$ cat src/rtl/iq_multi_pkg.sv
// Shared constants for the multi-lane instruction queue.
// Contents:
//   IQ_XLEN   default instruction/PC width
//   QUE_SIZE  default queue depth
//   NOP_INST  canonical NOP encoding (addi x0, x0, 0)
//   `IQ_LANE  selects lane i of a lane-packed vector (lane i at [i*w +: w])
//   lane_fits helper: true when a lane index names a real lane
// Optional feature macro used elsewhere in this slice: IQ_BYPASS_EN.
`ifndef IQ_MULTI_PKG_SV
`define IQ_MULTI_PKG_SV
`define IQ_LANE(vec, i, w) vec[(i)*(w) +: (w)]

package iq_multi_pkg;
  localparam int IQ_XLEN = 32;
  localparam int QUE_SIZE = 16;
  localparam logic [31:0] NOP_INST = 32'h0000_0013;

  // Shifted lane selection (bypass) can name a lane past the last one.
  function automatic logic lane_fits(input int lane, input int lanes);
    return (lane >= 0) && (lane < lanes);
  endfunction
endpackage
`endif

$ cat src/rtl/iq_multi_if.sv
// Fetch-side and issue-side signals of the instruction queue.
// Handshake rules:
//   enq_valid[i]  lane i carries an instruction this cycle; lanes are
//                 contiguous. There is no per-lane ready: the producer
//                 must stop when full is high, anything pushed beyond the
//                 free space is dropped and flagged by the queue.
//   issue_valid/issue_ready  a transfer happens on a clock edge where both
//                 are high (and the queue is enabled); issue_inst/issue_pc
//                 are stable while issue_valid is high and not accepted.
//   flush         discards every stored entry.
// Modports: master = fetch/issue environment, slave = the queue.
interface iq_multi_if
  import iq_multi_pkg::*;
#(
  parameter int ENQ_W = 2,
  parameter int XLEN  = IQ_XLEN
);
  logic [ENQ_W-1:0]      enq_valid;
  logic [ENQ_W*XLEN-1:0] enq_inst;
  logic [ENQ_W*XLEN-1:0] enq_pc;
  logic                  full;
  logic                  flush;
  logic                  issue_valid;
  logic                  issue_ready;
  logic [XLEN-1:0]       issue_inst;
  logic [XLEN-1:0]       issue_pc;

  modport master (
    output enq_valid, enq_inst, enq_pc, flush, issue_ready,
    input  full, issue_valid, issue_inst, issue_pc
  );

  modport slave (
    input  enq_valid, enq_inst, enq_pc, flush, issue_ready,
    output full, issue_valid, issue_inst, issue_pc
  );
endinterface

$ cat src/rtl/iq_multi_ram.sv
// Queue storage: DEPTH entries of {pc, inst}.
// Ports:
//   clk    clock
//   we     per-port write enable (NPORT synchronous write ports)
//   waddr  per-port write address
//   wdata  per-port write data {pc, inst}
//   raddr  asynchronous read address
//   rdata  asynchronous read data
// The array has no reset; contents are meaningless until written.
module iq_multi_ram
  import iq_multi_pkg::*;
#(
  parameter int DEPTH = QUE_SIZE,
  parameter int DW    = 2 * IQ_XLEN,
  parameter int NPORT = 2,
  parameter int AW    = $clog2(DEPTH)
) (
  input  logic                      clk,
  input  logic [NPORT-1:0]          we,
  input  logic [NPORT-1:0][AW-1:0]  waddr,
  input  logic [NPORT-1:0][DW-1:0]  wdata,
  input  logic [AW-1:0]             raddr,
  output logic [DW-1:0]             rdata
);
  logic [DW-1:0] mem [DEPTH];

  // The controller never enables two ports on the same address.
  always_ff @(posedge clk) begin
    for (int p = 0; p < NPORT; p++) begin
      if (we[p]) mem[waddr[p]] <= wdata[p];
    end
  end

  assign rdata = mem[raddr];
endmodule

$ cat src/rtl/iq_multi.sv
// Multi-lane instruction queue between instruction fetch and issue.
// Accepts up to ENQ_W instructions per cycle into a power-of-two circular
// buffer and presents the head entry show-ahead on a valid/ready port.
// Ports:
//   clk, rst  clock, synchronous active-high reset
//   rdy       global enable; low freezes all state
//   bus       iq_multi_if.slave: enq_*, full, flush, issue_*
//   count     occupancy, 0..DEPTH
//   ovf_err   sticky: a push arrived with no free slot
// Optional feature: define IQ_BYPASS_EN to let an instruction arriving at
// an empty queue issue in the same cycle.
module iq_multi
  import iq_multi_pkg::*;
#(
  parameter int DEPTH = QUE_SIZE,
  parameter int ENQ_W = 2,
  parameter int SLACK = 1,
  parameter int XLEN  = IQ_XLEN
) (
  input  logic                   clk,
  input  logic                   rst,
  input  logic                   rdy,
  iq_multi_if.slave              bus,
  output logic [$clog2(DEPTH):0] count,
  output logic                   ovf_err
);
  localparam int AW = $clog2(DEPTH);
  localparam int CW = AW + 1;

  logic [AW-1:0] head, tail;
  logic          full_q, full_next;
  logic [CW-1:0] free_slots, n_req, n_push, count_next;
  logic          pop, byp_valid, byp_take, ovf_now;

  logic [ENQ_W-1:0]             we;
  logic [ENQ_W-1:0][AW-1:0]     waddr;
  logic [ENQ_W-1:0][2*XLEN-1:0] wdata;
  logic [2*XLEN-1:0]            rdata;

  always_comb begin
    int src;
    byp_valid = 1'b0;
`ifdef IQ_BYPASS_EN
    byp_valid = (count == '0) && bus.enq_valid[0] && !bus.flush;
`endif
    // A bypassed lane 0 is consumed straight from the input and never stored.
    byp_take = byp_valid && bus.issue_ready && rdy;
    pop      = (count != '0) && bus.issue_ready && rdy && !bus.flush;

    n_req = '0;
    for (int i = 0; i < ENQ_W; i++) begin
      if (bus.enq_valid[i]) n_req = n_req + CW'(1);
    end
    if (byp_take) n_req = n_req - CW'(1);

    // Free space is taken before this cycle's pop: a full queue drops
    // pushes even while it is being drained.
    free_slots = CW'(DEPTH) - count;
    n_push     = (n_req > free_slots) ? free_slots : n_req;
    ovf_now    = rdy && !bus.flush && (n_req > free_slots);

    count_next = count + n_push - CW'(pop);
    if (bus.flush) count_next = '0;
    full_next = (DEPTH - int'(count_next)) < (ENQ_W + SLACK);

    src = 0;
    for (int j = 0; j < ENQ_W; j++) begin
      src      = j + (byp_take ? 1 : 0);
      we[j]    = rdy && !bus.flush && (CW'(j) < n_push);
      waddr[j] = tail + AW'(j);
      wdata[j] = '0;
      if (lane_fits(src, ENQ_W)) begin
        wdata[j] = {`IQ_LANE(bus.enq_pc, src, XLEN), `IQ_LANE(bus.enq_inst, src, XLEN)};
      end
    end
  end

  always_ff @(posedge clk) begin
    if (rst) begin
      head    <= '0;
      tail    <= '0;
      count   <= '0;
      full_q  <= 1'b0;
      ovf_err <= 1'b0;
    end else if (rdy) begin
      if (bus.flush) begin
        head  <= '0;
        tail  <= '0;
        count <= '0;
      end else begin
        head  <= head + AW'(pop);
        tail  <= tail + n_push[AW-1:0];
        count <= count_next;
      end
      full_q <= full_next;
      if (ovf_now) ovf_err <= 1'b1;
    end
  end

  iq_multi_ram #(
    .DEPTH (DEPTH),
    .DW    (2 * XLEN),
    .NPORT (ENQ_W)
  ) u_ram (
    .clk   (clk),
    .we    (we),
    .waddr (waddr),
    .wdata (wdata),
    .raddr (head),
    .rdata (rdata)
  );

  assign bus.full        = full_q;
  assign bus.issue_valid = (count != '0) || byp_valid;

  always_comb begin
    bus.issue_inst = '0;
    bus.issue_pc   = '0;
    if (count != '0) begin
      bus.issue_inst = rdata[XLEN-1:0];
      bus.issue_pc   = rdata[2*XLEN-1:XLEN];
    end else if (byp_valid) begin
      bus.issue_inst = `IQ_LANE(bus.enq_inst, 0, XLEN);
      bus.issue_pc   = `IQ_LANE(bus.enq_pc, 0, XLEN);
    end
  end
endmodule

$ cat src/flat_wrapper.sv
// flat-port wrapper written by rule: the top's interface ports become plain ports
module iq_multi_flat import iq_multi_pkg::*;
#(
  parameter int DEPTH = QUE_SIZE,
  parameter int ENQ_W = 2,
  parameter int SLACK = 1,
  parameter int XLEN  = IQ_XLEN
)
  (clk, rst, rdy, count, ovf_err, bus_enq_valid, bus_enq_inst, bus_enq_pc, bus_flush, bus_issue_ready, bus_full, bus_issue_valid, bus_issue_inst, bus_issue_pc);
  iq_multi_if #(.ENQ_W(ENQ_W), .XLEN(XLEN)) bus_i ();
  input  logic clk;
  input  logic rst;
  input  logic rdy;
  output logic [$clog2(DEPTH):0] count;
  output logic ovf_err;
  input wire logic [$bits(bus_i.enq_valid)-1:0] bus_enq_valid;
  input wire logic [$bits(bus_i.enq_inst)-1:0] bus_enq_inst;
  input wire logic [$bits(bus_i.enq_pc)-1:0] bus_enq_pc;
  input wire logic [$bits(bus_i.flush)-1:0] bus_flush;
  input wire logic [$bits(bus_i.issue_ready)-1:0] bus_issue_ready;
  output wire logic [$bits(bus_i.full)-1:0] bus_full;
  output wire logic [$bits(bus_i.issue_valid)-1:0] bus_issue_valid;
  output wire logic [$bits(bus_i.issue_inst)-1:0] bus_issue_inst;
  output wire logic [$bits(bus_i.issue_pc)-1:0] bus_issue_pc;
  assign bus_i.enq_valid = bus_enq_valid;
  assign bus_i.enq_inst = bus_enq_inst;
  assign bus_i.enq_pc = bus_enq_pc;
  assign bus_i.flush = bus_flush;
  assign bus_i.issue_ready = bus_issue_ready;
  assign bus_full = bus_i.full;
  assign bus_issue_valid = bus_i.issue_valid;
  assign bus_issue_inst = bus_i.issue_inst;
  assign bus_issue_pc = bus_i.issue_pc;
  iq_multi #(.DEPTH(DEPTH), .ENQ_W(ENQ_W), .SLACK(SLACK), .XLEN(XLEN)) u_core (.clk(clk), .rst(rst), .rdy(rdy), .bus(bus_i), .count(count), .ovf_err(ovf_err));
endmodule
$ cat config.mk
export PLATFORM = sky130hd
export DESIGN_NAME = iq_multi_flat
export DESIGN_NICKNAME = d
export VERILOG_FILES = /design/src/rtl/iq_multi_pkg.sv /design/src/rtl/iq_multi_if.sv /design/src/rtl/iq_multi_ram.sv /design/src/rtl/iq_multi.sv /design/src/flat_wrapper.sv
export SDC_FILE = /design/constraint.sdc
export NUM_CORES = 1
export LEC_CHECK = 0
export CORE_MARGIN = 8
export CORE_UTILIZATION = 60
export CTS_CLUSTER_DIAMETER = 30
export DETAILED_ROUTE_END_ITERATION = 7
export HOLD_SLACK_MARGIN = 0.12
export PLACE_DENSITY = 0.81
export RECOVER_POWER = 50
export SLEW_MARGIN = 15
export SYNTH_ARGS = -nofsm -noshare
export SYNTH_HDL_FRONTEND = slang
export SYNTH_HIERARCHICAL = 1
export SYNTH_SLANG_ARGS = --single-unit
$ cat constraint.sdc
create_clock -name clk -period 29.2 [get_ports clk]
set_input_delay 7.3 -clock clk [delete_from_list [all_inputs] [get_ports clk]]
set_output_delay 7.3 -clock clk [all_outputs]
set_load 0.005 [all_outputs]
== Yosys cells after proc, flatten, opt, wreduce, memory -nomap -nowiden ==
Memories as Yosys holds them, arrays and structs flattened. A register that Yosys moved wholly into a read port is not among the register bits.
Index checks and enable logic that the tools add are counted.
Storage, ports and cells
  flip-flop bits (word level): 15
  bits in latches: 0
  bits in writable memories: 1024
  bits in read-only memories: 0
  memories kept: 1
Operators by class
  $add $sub $neg: 8
  multipliers: 0
  div/mod/pow operators: 0
  magnitude comparators: 4
  equality and inequality tests: 0
  shift operators: 0
  muxes and demuxes: 15
  bitwise operators: 0
  reductions and logical operators: 10
Memories
  u_core.u_ram.mem: depth 16, width 64, rd ports 1, clocked after Yosys merged registers in 1, write ports 2, line iq_multi_ram.sv:25  | logic [DW-1:0] mem [DEPTH];
Operators with widths (count)
  $mux W32: 2
  $lt A32 B3 Y1 const B: 1
  $mux W5: 4
  $mux W4: 4
  $lt A1 B5 Y1 const A: 2
  $logic_and A1 B1 Y1: 7
  $sub A5 B5 Y6 const A: 1
  $add A5 B5 Y5: 1
  $gt A5 B5 Y1: 1
  $mux W1: 5
  $reduce_bool A5 Y1: 1
  $sub A5 B1 Y5: 1
  $sub A5 B5 Y5 const A: 1
  $add A4 B1 Y4: 1
  $add A4 B1 Y4 const B: 1
  $add A4 B4 Y4: 1
  $add A1 B1 Y2 const B: 1
  $reduce_and A2 Y1: 1
  $logic_not A1 Y1: 1

== Logic depth before layout (Yosys ltp) ==
Gate-level depths: netlist (run 1).
  word-level depth: 10
  depth in mapped cells: 19
  gate-level depth less buffers: 19

== By module ==
Netlist (run 1), hierarchy kept.
Modules (own cells, without submodules)
  iq_multi_ram: times used 1, cells each 2865, area each 50975.1 µm², sequential area each 30749.5 µm²
  iq_multi: times used 1, cells each 228, area each 1676.6 µm², sequential area each 300.3 µm²

== Worst setup path before layout (run 1) ==
Ideal clock, no wire load.
  path type: input to register
  start: in bus_enq_valid[0]
  end: mem u_core/u_ram/mem[2][0] (netlist bit) (enable)
  library setup time: 574 ps
  data arrival time: 13833 ps
  setup slack: 14793 ps
  cell stages on the path: 9
  cells stage by stage: ha_1 > ha_1 > nor2b_1 > o21ai_2 > a221oi_4 > nor3_1 > a311oi_1 > or3b_2 > o21ai_0
RTL lines
  start: declaration: line flat_wrapper.sv:16  | input wire logic [$bits(bus_i.enq_valid)-1:0] bus_enq_valid;
  end: declaration: line iq_multi_ram.sv:25

==> impl_metrics.json, run 1 <==
{
  "power.share.sequential_pct": 38.7,
  "grt_pass1_wl_um": 215000,
  "synth_fa_ha_area_share_pct": 0.528,
  "grt_max_degree": 136,
  "clk_pin_slew_ns": 0.04,
  "core_mm2": 0.0869,
  "synth-edff-count": 1024,
  "htreeDepth": 4,
  "cts_sinks": 1039,
  "drt_iter0_markers": 3190,
  "yosys.area_share.simple_pct": 2.15,
  "cts-hold-fix-buffers": 0,
  "cp_max_fo": 41,
  "syn_to_final_growth_pct": 17.8,
  "die_h_um": 312,
  "synth-seq-cells": 1039,
  "die_area_mm2": 0.0975,
  "vdd_drop_max_mv": 0.0669,
  "synth_compound_area_share_pct": 2.46,
  "drv_cap": 41,
  "synthCells": 3093,
  "pwr-share-clk_pct": 53.9,
  "fillers": 5220,
  "post-route-min-period_ns": 15.10,
  "final_nets": 3381,
  "ios": 207,
  "final_cells": 4569,
  "grt_antenna_before_repair": 18,
  "drive_gt1_share_pct": 44.7,
  "seq_area_mm2": 0.0311,
  "synth_top_family_by_area": "multiplexers",
  "p_int_mw": 3.38,
  "syn_area_mm2": 0.0527,
  "status": "complete, but fails checks",
  "critPathRequiredTime_ns": 29.46,
  "via_per_inst": 6.82,
  "setup_ws_ns": 14.10,
  "period_share_pct": 51.7,
  "tightest_slew_ns": 4.91,
  "arrival_ns": 15.36,
  "dp.cells": 4177,
  "ys_seq_area_share_pct": 59.0,
  "postRouteAntennaNets": 0,
  "grt_usage_pct": 29.2,
  "start_kind": "input port",
  "ys_types": 49,
  "leakagePower_nw": 20.0,
  "final_util_pct": 71.4,
  "crit_type": "input port to flip-flop",
  "cp-endpoint": "u_core/u_ram/mem[9][16]$_DFFE_PP_",
  "power.density_mw_per_mm2": 69.6,
  "rsz0062_at_grt": "no",
  "cts-root-buf": "clkbuf_16",
  "portBuffers": 206,
  "r2r_end": "u_core/u_ram/mem[9][16]$_DFFE_PP_",
  "yosys_warnings": 6,
  "vias": 31180,
  "multiInputGateArea_mm2": 0.0201,
  "worst_hold_slack_ns": 0.509,
  "power_mw": 4.32,
  "cts_tree": "built",
  "cts_resized": 0,
  "reg2reg_setup_slack_ns": 20.38,
  "final_cell_area_mm2": 0.0620,
  "place_area_mm2": 0.0555,
  "reg2reg_depth": 13,
  "synthArstFlopShare_pct": 0,
  "synthFlopType": "edfxtp_1",
  "clock_path_buffers": 3,
  "die_w_um": 312,
  "gp_congestion": 0.825,
  "hp-class": "flip-flop to flip-flop",
  "place_ws_ns": 16.48,
  "power.net_switching_mw": 0.940,
  "slew_headroom_pct": -227,
  "synthXorXnorAreaFrac_pct": 0.0998,
  "combPwrFrac_pct": 7.4,
  "finalSetupViolCount": 0,
  "violations": "max-capacitance violations, max-slew violations",
  "drc": 0,
  "worstSetupStartpoint": "bus_enq_valid[0]",
  "hpwl_um": 74100,
  "start_util_pct": 60.6,
  "wirelength_um": 145000,
  "postCtsSetupBuffers": 0,
  "overflow": 0,
  "setup_tns_ns": 0,
  "finalHoldViolCount": 0,
  "clock_latency_ns": 0.77,
  "p_sw_share_pct": 21.8,
  "fin_worst_skew_ns": 0.0241,
  "grt_pass1_vias": 33411,
  "avgSynthCellArea_um2": 17.0,
  "drt-pass1-iter-count": 5,
  "drv_slew": 1143,
  "std_cell_rows": 108,
  "cp-end-kind": "flip-flop",
  "wl_per_cell_um": 31.7,
  "synth.area.mux_share_pct": 32.9,
  "max_freq_ghz": 0.0662,
  "r2r-start": "u_core/count[0]$_SDFFE_PP0P_",
  "numCtsBuffers": 201
}
==> cell type report <==
| class | count | share of cell area [%] |
|---|---|---|
| clock buffer | 239 | 8.52 |
| inverter | 19 | 0.115 |
| timing repair buffer | 257 | 3.87 |
| multi-input combinational | 1707 | 32.4 |
| clock inverter | 137 | 2.65 |
| tap | 1155 | 2.33 |
| antenna | 16 | 0.0645 |
| sequential | 1039 | 50.1 |
==> placed cells by master, fill, tap and decap left out, types with 30 or more instances in the layout <==
master,netlist,routed
edfxtp_1,1024,1024
clkinv_2,0,39
mux4_2,256,256
mux2_2,905,898
clkbuf_1,190,50
nor2_1,29,36
clkdlybuf4s50_1,0,197
clkbuf_16,0,206
a22oi_1,131,131
buf_4,16,31
mux2_1,119,126
bufinv_16,0,30
nand2_1,73,73
nor2b_1,71,69
==> sequential cells by signal, indices dropped and copies added (netlist names) <==
signal / flops
u_core/bus.full: 1
u_core/count: 5
u_core/head: 4
u_core/ovf_err: 1
u_core/tail: 4
u_core/u_ram/mem: 1024
==> routing by layer <==
layer	up-vias	wire, µm	part of all wire [%]	global-route usage [%]
met5	-	41	0.028	0
met4	6	5260	3.6	13.4
met3	373	12700	8.8	6.25
met2	1753	73300	51	49.3
met1	16277	53300	37	36.1
li1	12771	-	-	-
==> kinds of logic after synthesis <==
logic type	after synthesis
other	2
xor gates and xnor gates	6
DFF	1039
muxes	1284
AOI/OAI and AO/OA	178
buffers and inverters	348
and+or+nand+nor	215
adders and majority gates	21
==> power by group through the flow <==
stage	sequential [mW]	combinational (mW)	clock, mW
after floorplan	1.70	0.176	0
after global placement	1.70	0.306	0
final	1.67	0.318	2.33
after CTS	1.67	0.325	2.34
after detailed placement	1.70	0.320	0
after global routing	1.67	0.340	2.42
==> critical path: stages <==
cell           delay [ns]
dlygate4sd3_1        0.54
ha_1                 0.26
ha_1                 0.33
nor2b_1              0.17
o21ai_0              0.16
a221oi_1             0.83
mux2i_1              0.33
nor2_1               0.29
nand3b_1             0.32
o22ai_4              0.24
clkbuf_1             1.53
clkbuf_1             2.97
==> cell usage after synthesis, types with 3 or more instances <==
cell / instances / area (µm²)
mux2_2: 905 / 10200
or3_1: 3 / 18.8
a21oi_1: 14 / 70.1
clkbuf_1: 190 / 713
o22ai_1: 9 / 56.3
edfxtp_1: 1024 / 30700
nand2b_1: 9 / 56.3
mux4_2: 256 / 5770
ha_1: 19 / 238
mux2_1: 119 / 1340
o21ai_0: 8 / 40.0
nor2_1: 29 / 109
nor2b_1: 71 / 444
inv_1: 19 / 71.3
xnor2_1: 3 / 26.3
buf_1: 13 / 48.8
dfxtp_1: 15 / 300
nand2_1: 73 / 274
xor2_1: 3 / 26.3
buf_4: 16 / 120
nand3_1: 4 / 20.0
mux2i_1: 4 / 40.0
a21o_1: 3 / 22.5
nor2_2: 8 / 50.1
a22oi_1: 131 / 983
buf_2: 110 / 551
==> how the worst min path moves through the flow <==
stage | to | cells past startpoint | from | slack [ns]
5_1_grt | u_core/ovf_err$_SDFFE_PP0P_ | 2 | u_core/ovf_err$_SDFFE_PP0P_ | 0.52
6_report | u_core/ovf_err$_SDFFE_PP0P_ | 2 | u_core/ovf_err$_SDFFE_PP0P_ | 0.51
2_1_floorplan | u_core/ovf_err$_SDFFE_PP0P_ | 2 | u_core/ovf_err$_SDFFE_PP0P_ | 0.46
3_5_place_dp | u_core/ovf_err$_SDFFE_PP0P_ | 2 | u_core/ovf_err$_SDFFE_PP0P_ | 0.50
3_3_place_gp | u_core/ovf_err$_SDFFE_PP0P_ | 2 | u_core/ovf_err$_SDFFE_PP0P_ | 0.46
4_1_cts | u_core/ovf_err$_SDFFE_PP0P_ | 2 | u_core/ovf_err$_SDFFE_PP0P_ | 0.51
Power figures use the tool's default switching activity.
==> inputs of run 2 (changes only) <==
==> constraint.sdc (replaced) <==
create_clock -name clk -period 15 [get_ports clk]
set_input_delay 3.75 -clock clk [delete_from_list [all_inputs] [get_ports clk]]
set_output_delay 3.75 -clock clk [all_outputs]
set_load 0.005 [all_outputs]
==> run 2 against run 1 <==
  * The run still ends with max-capacitance violations, max-slew violations left
  * Largest power group unchanged
  * Via count increased by 0.12%
  * Hold slack lost 0.017 ns
  * Critical endpoint is now u_core/u_ram/mem[9][13]$_DFFE_PP_
  * First-iteration DRC count increased by 9.0%
  * Clock skew is 0.011 ns higher
==> impl_metrics.json, run 2 (synthesis gave the netlist of run 1 again) <==
{
  "slowest_stage": "clkbuf_1",
  "largest_reg_flops": 1024,
  "power.density_mw_per_mm2": 136,
  "syn_to_final_growth_pct": 18.0,
  "drc": 0,
  "crit_path_max_incr_delay_ns": 2.86,
  "hp-class": "flip-flop to flip-flop",
  "die_w_um": 312,
  "slew_headroom_pct": -220,
  "die_area_mm2": 0.0975,
  "cts-hold-fix-buffers": 0,
  "final_common_cell": "edfxtp_1",
  "final_cell_mix": "1,024 x edfxtp_1, 898 x mux2_2, 256 x mux4_2, 206 x clkbuf_16, 197 x clkdlybuf4s50_1",
  "r2r-start": "u_core/count[0]$_SDFFE_PP0P_",
  "hold_start": "u_core/ovf_err$_SDFFE_PP0P_",
  "worst_hold_slack_ns": 0.492,
  "start_util_pct": 60.6,
  "htreeDepth": 4,
  "drive_gt1_share_pct": 44.9,
  "post-route-min-period_ns": 11.45,
  "cp_top_family": "buffers and inverters",
  "status": "complete, but fails checks",
  "place_area_mm2": 0.0555,
  "finalHoldViolCount": 0,
  "period_share_pct": 76.3,
  "postRouteAntennaNets": 0,
  "leakagePower_nw": 20.0,
  "grt_pass1_wl_um": 215000,
  "grt_max_degree": 136,
  "fin_worst_skew_ns": 0.0349,
  "grt_pass1_vias": 33376,
  "worstSetupStartpoint": "bus_enq_valid[0]",
  "crit_path_cell_trace": "dlygate4sd3_1 -> ha_1 -> ha_1 -> nor2b_1 -> o21ai_0 -> a221oi_1 -> mux2i_1 -> nor2_1 -> nand3b_1 -> o22ai_4 -> clkbuf_1 -> clkbuf_1",
  "arrival_ns": 11.71,
  "finalSetupViolCount": 0,
  "drv_slew": 1143,
  "critPathRequiredTime_ns": 15.26,
  "cts_tree": "built",
  "drt-pass1-iter-count": 6,
  "wl_per_cell_um": 31.6,
  "clk_pin_slew_ns": 0.05,
  "vias": 31217,
  "crit_type": "input port to flip-flop",
  "grt_antenna_before_repair": 16,
  "clock_path_buffers": 3,
  "postCtsSetupBuffers": 0,
  "hpwl_um": 73800,
  "ios": 207,
  "clock_latency_ns": 0.77,
  "die_h_um": 312,
  "tightest_slew_ns": 4.80,
  "final_cell_area_mm2": 0.0621,
  "via_per_inst": 6.82,
  "final_nets": 3386,
  "cts_sinks": 1039,
  "max_freq_ghz": 0.0873,
  "std_cell_rows": 108,
  "grt_usage_pct": 29.1,
  "drt_iter0_markers": 3477,
  "cp_max_fo": 41,
  "drv_cap": 41,
  "core_mm2": 0.0869,
  "setup_tns_ns": 0,
  "overflow": 0,
  "cp-end-kind": "flip-flop",
  "vdd_drop_max_mv": 0.122,
  "cts_resized": 0,
  "rsz0062_at_grt": "no",
  "violations": "max-capacitance violations, max-slew violations",
  "start_kind": "input port",
  "numCtsBuffers": 206,
  "cts-root-buf": "clkbuf_16",
  "wirelength_um": 144000,
  "critPathBufInv": 3,
  "portBuffers": 206,
  "gp_congestion": 0.823
}
run 2: cell count changes in the layout (fill, tap and decap cells not counted), sizes merged:
cell / previous run / this run
diode: 16 / 11
clkinvlp: 16 / 25
bufinv: 30 / 27
clkinv: 81 / 86
inv: 29 / 40
clkbuf: 257 / 246
run 2: through the flow:
step                      cells  setup WS (ns)  util, %  power [mW]
after global placement     4176           5.89     63.8        3.90
after CTS                  4564           5.93     71.9        8.47
after global routing       4574           3.29     71.5        8.65
final                      4575           3.55     71.5        8.43
after detailed placement   4177           5.92     63.9        3.93
after floorplan            3094           4.14        -        3.65
run 2: routing by layer:
metal	wire length, µm	GRT usage (%)
met5	55	0
met4	6100	12.5
met3	13300	5.78
met2	72000	49.1
met1	53000	36.7
run 2: cell type report:
| cell class | count | area (µm²) |
|---|---|---|
| Antenna cell | 11 | 27.5 |
| Timing Repair Buffer | 257 | 2400 |
| Clock inverter | 159 | 1770 |
| Fill cell | 5166 | 24800 |
| Multi-Input combinational cell | 1707 | 20100 |
| Clock buffer | 228 | 5240 |
| Sequential cell | 1039 | 31100 |
| Tap cell | 1155 | 1450 |
| Inverter | 19 | 71.3 |
run 2: worst reg2reg max path, delay by kind of cell (launching register included):
family                     cells  cell delay, ns
adders and majority gates      2            0.64
AOI/OAI and AO/OA              3            1.21
DFF                            1            0.53
buffers and inverters          4            4.65
and+or+nand+nor                3            0.83
muxes                          1            0.32
run 2: power by group:
group	internal [mW]	leakage (nW)	switching, mW	total, mW
sequential	3.24	9.34	0.0134	3.25
combinational	0.305	7.30	0.312	0.617
clock	2.99	3.36	1.57	4.56
total	6.53	20.0	1.89	8.43
run 2: path summary, 6_finish.rpt:
kind,endpoint,slack [ns],depth (start not counted)
min reg2reg,u_core/ovf_err$_SDFFE_PP0P_,0.49,2
min,u_core/ovf_err$_SDFFE_PP0P_,0.49,2
max,u_core/u_ram/mem[9][13]$_DFFE_PP_,3.55,12
max reg2reg,u_core/u_ram/mem[9][13]$_DFFE_PP_,6.27,13
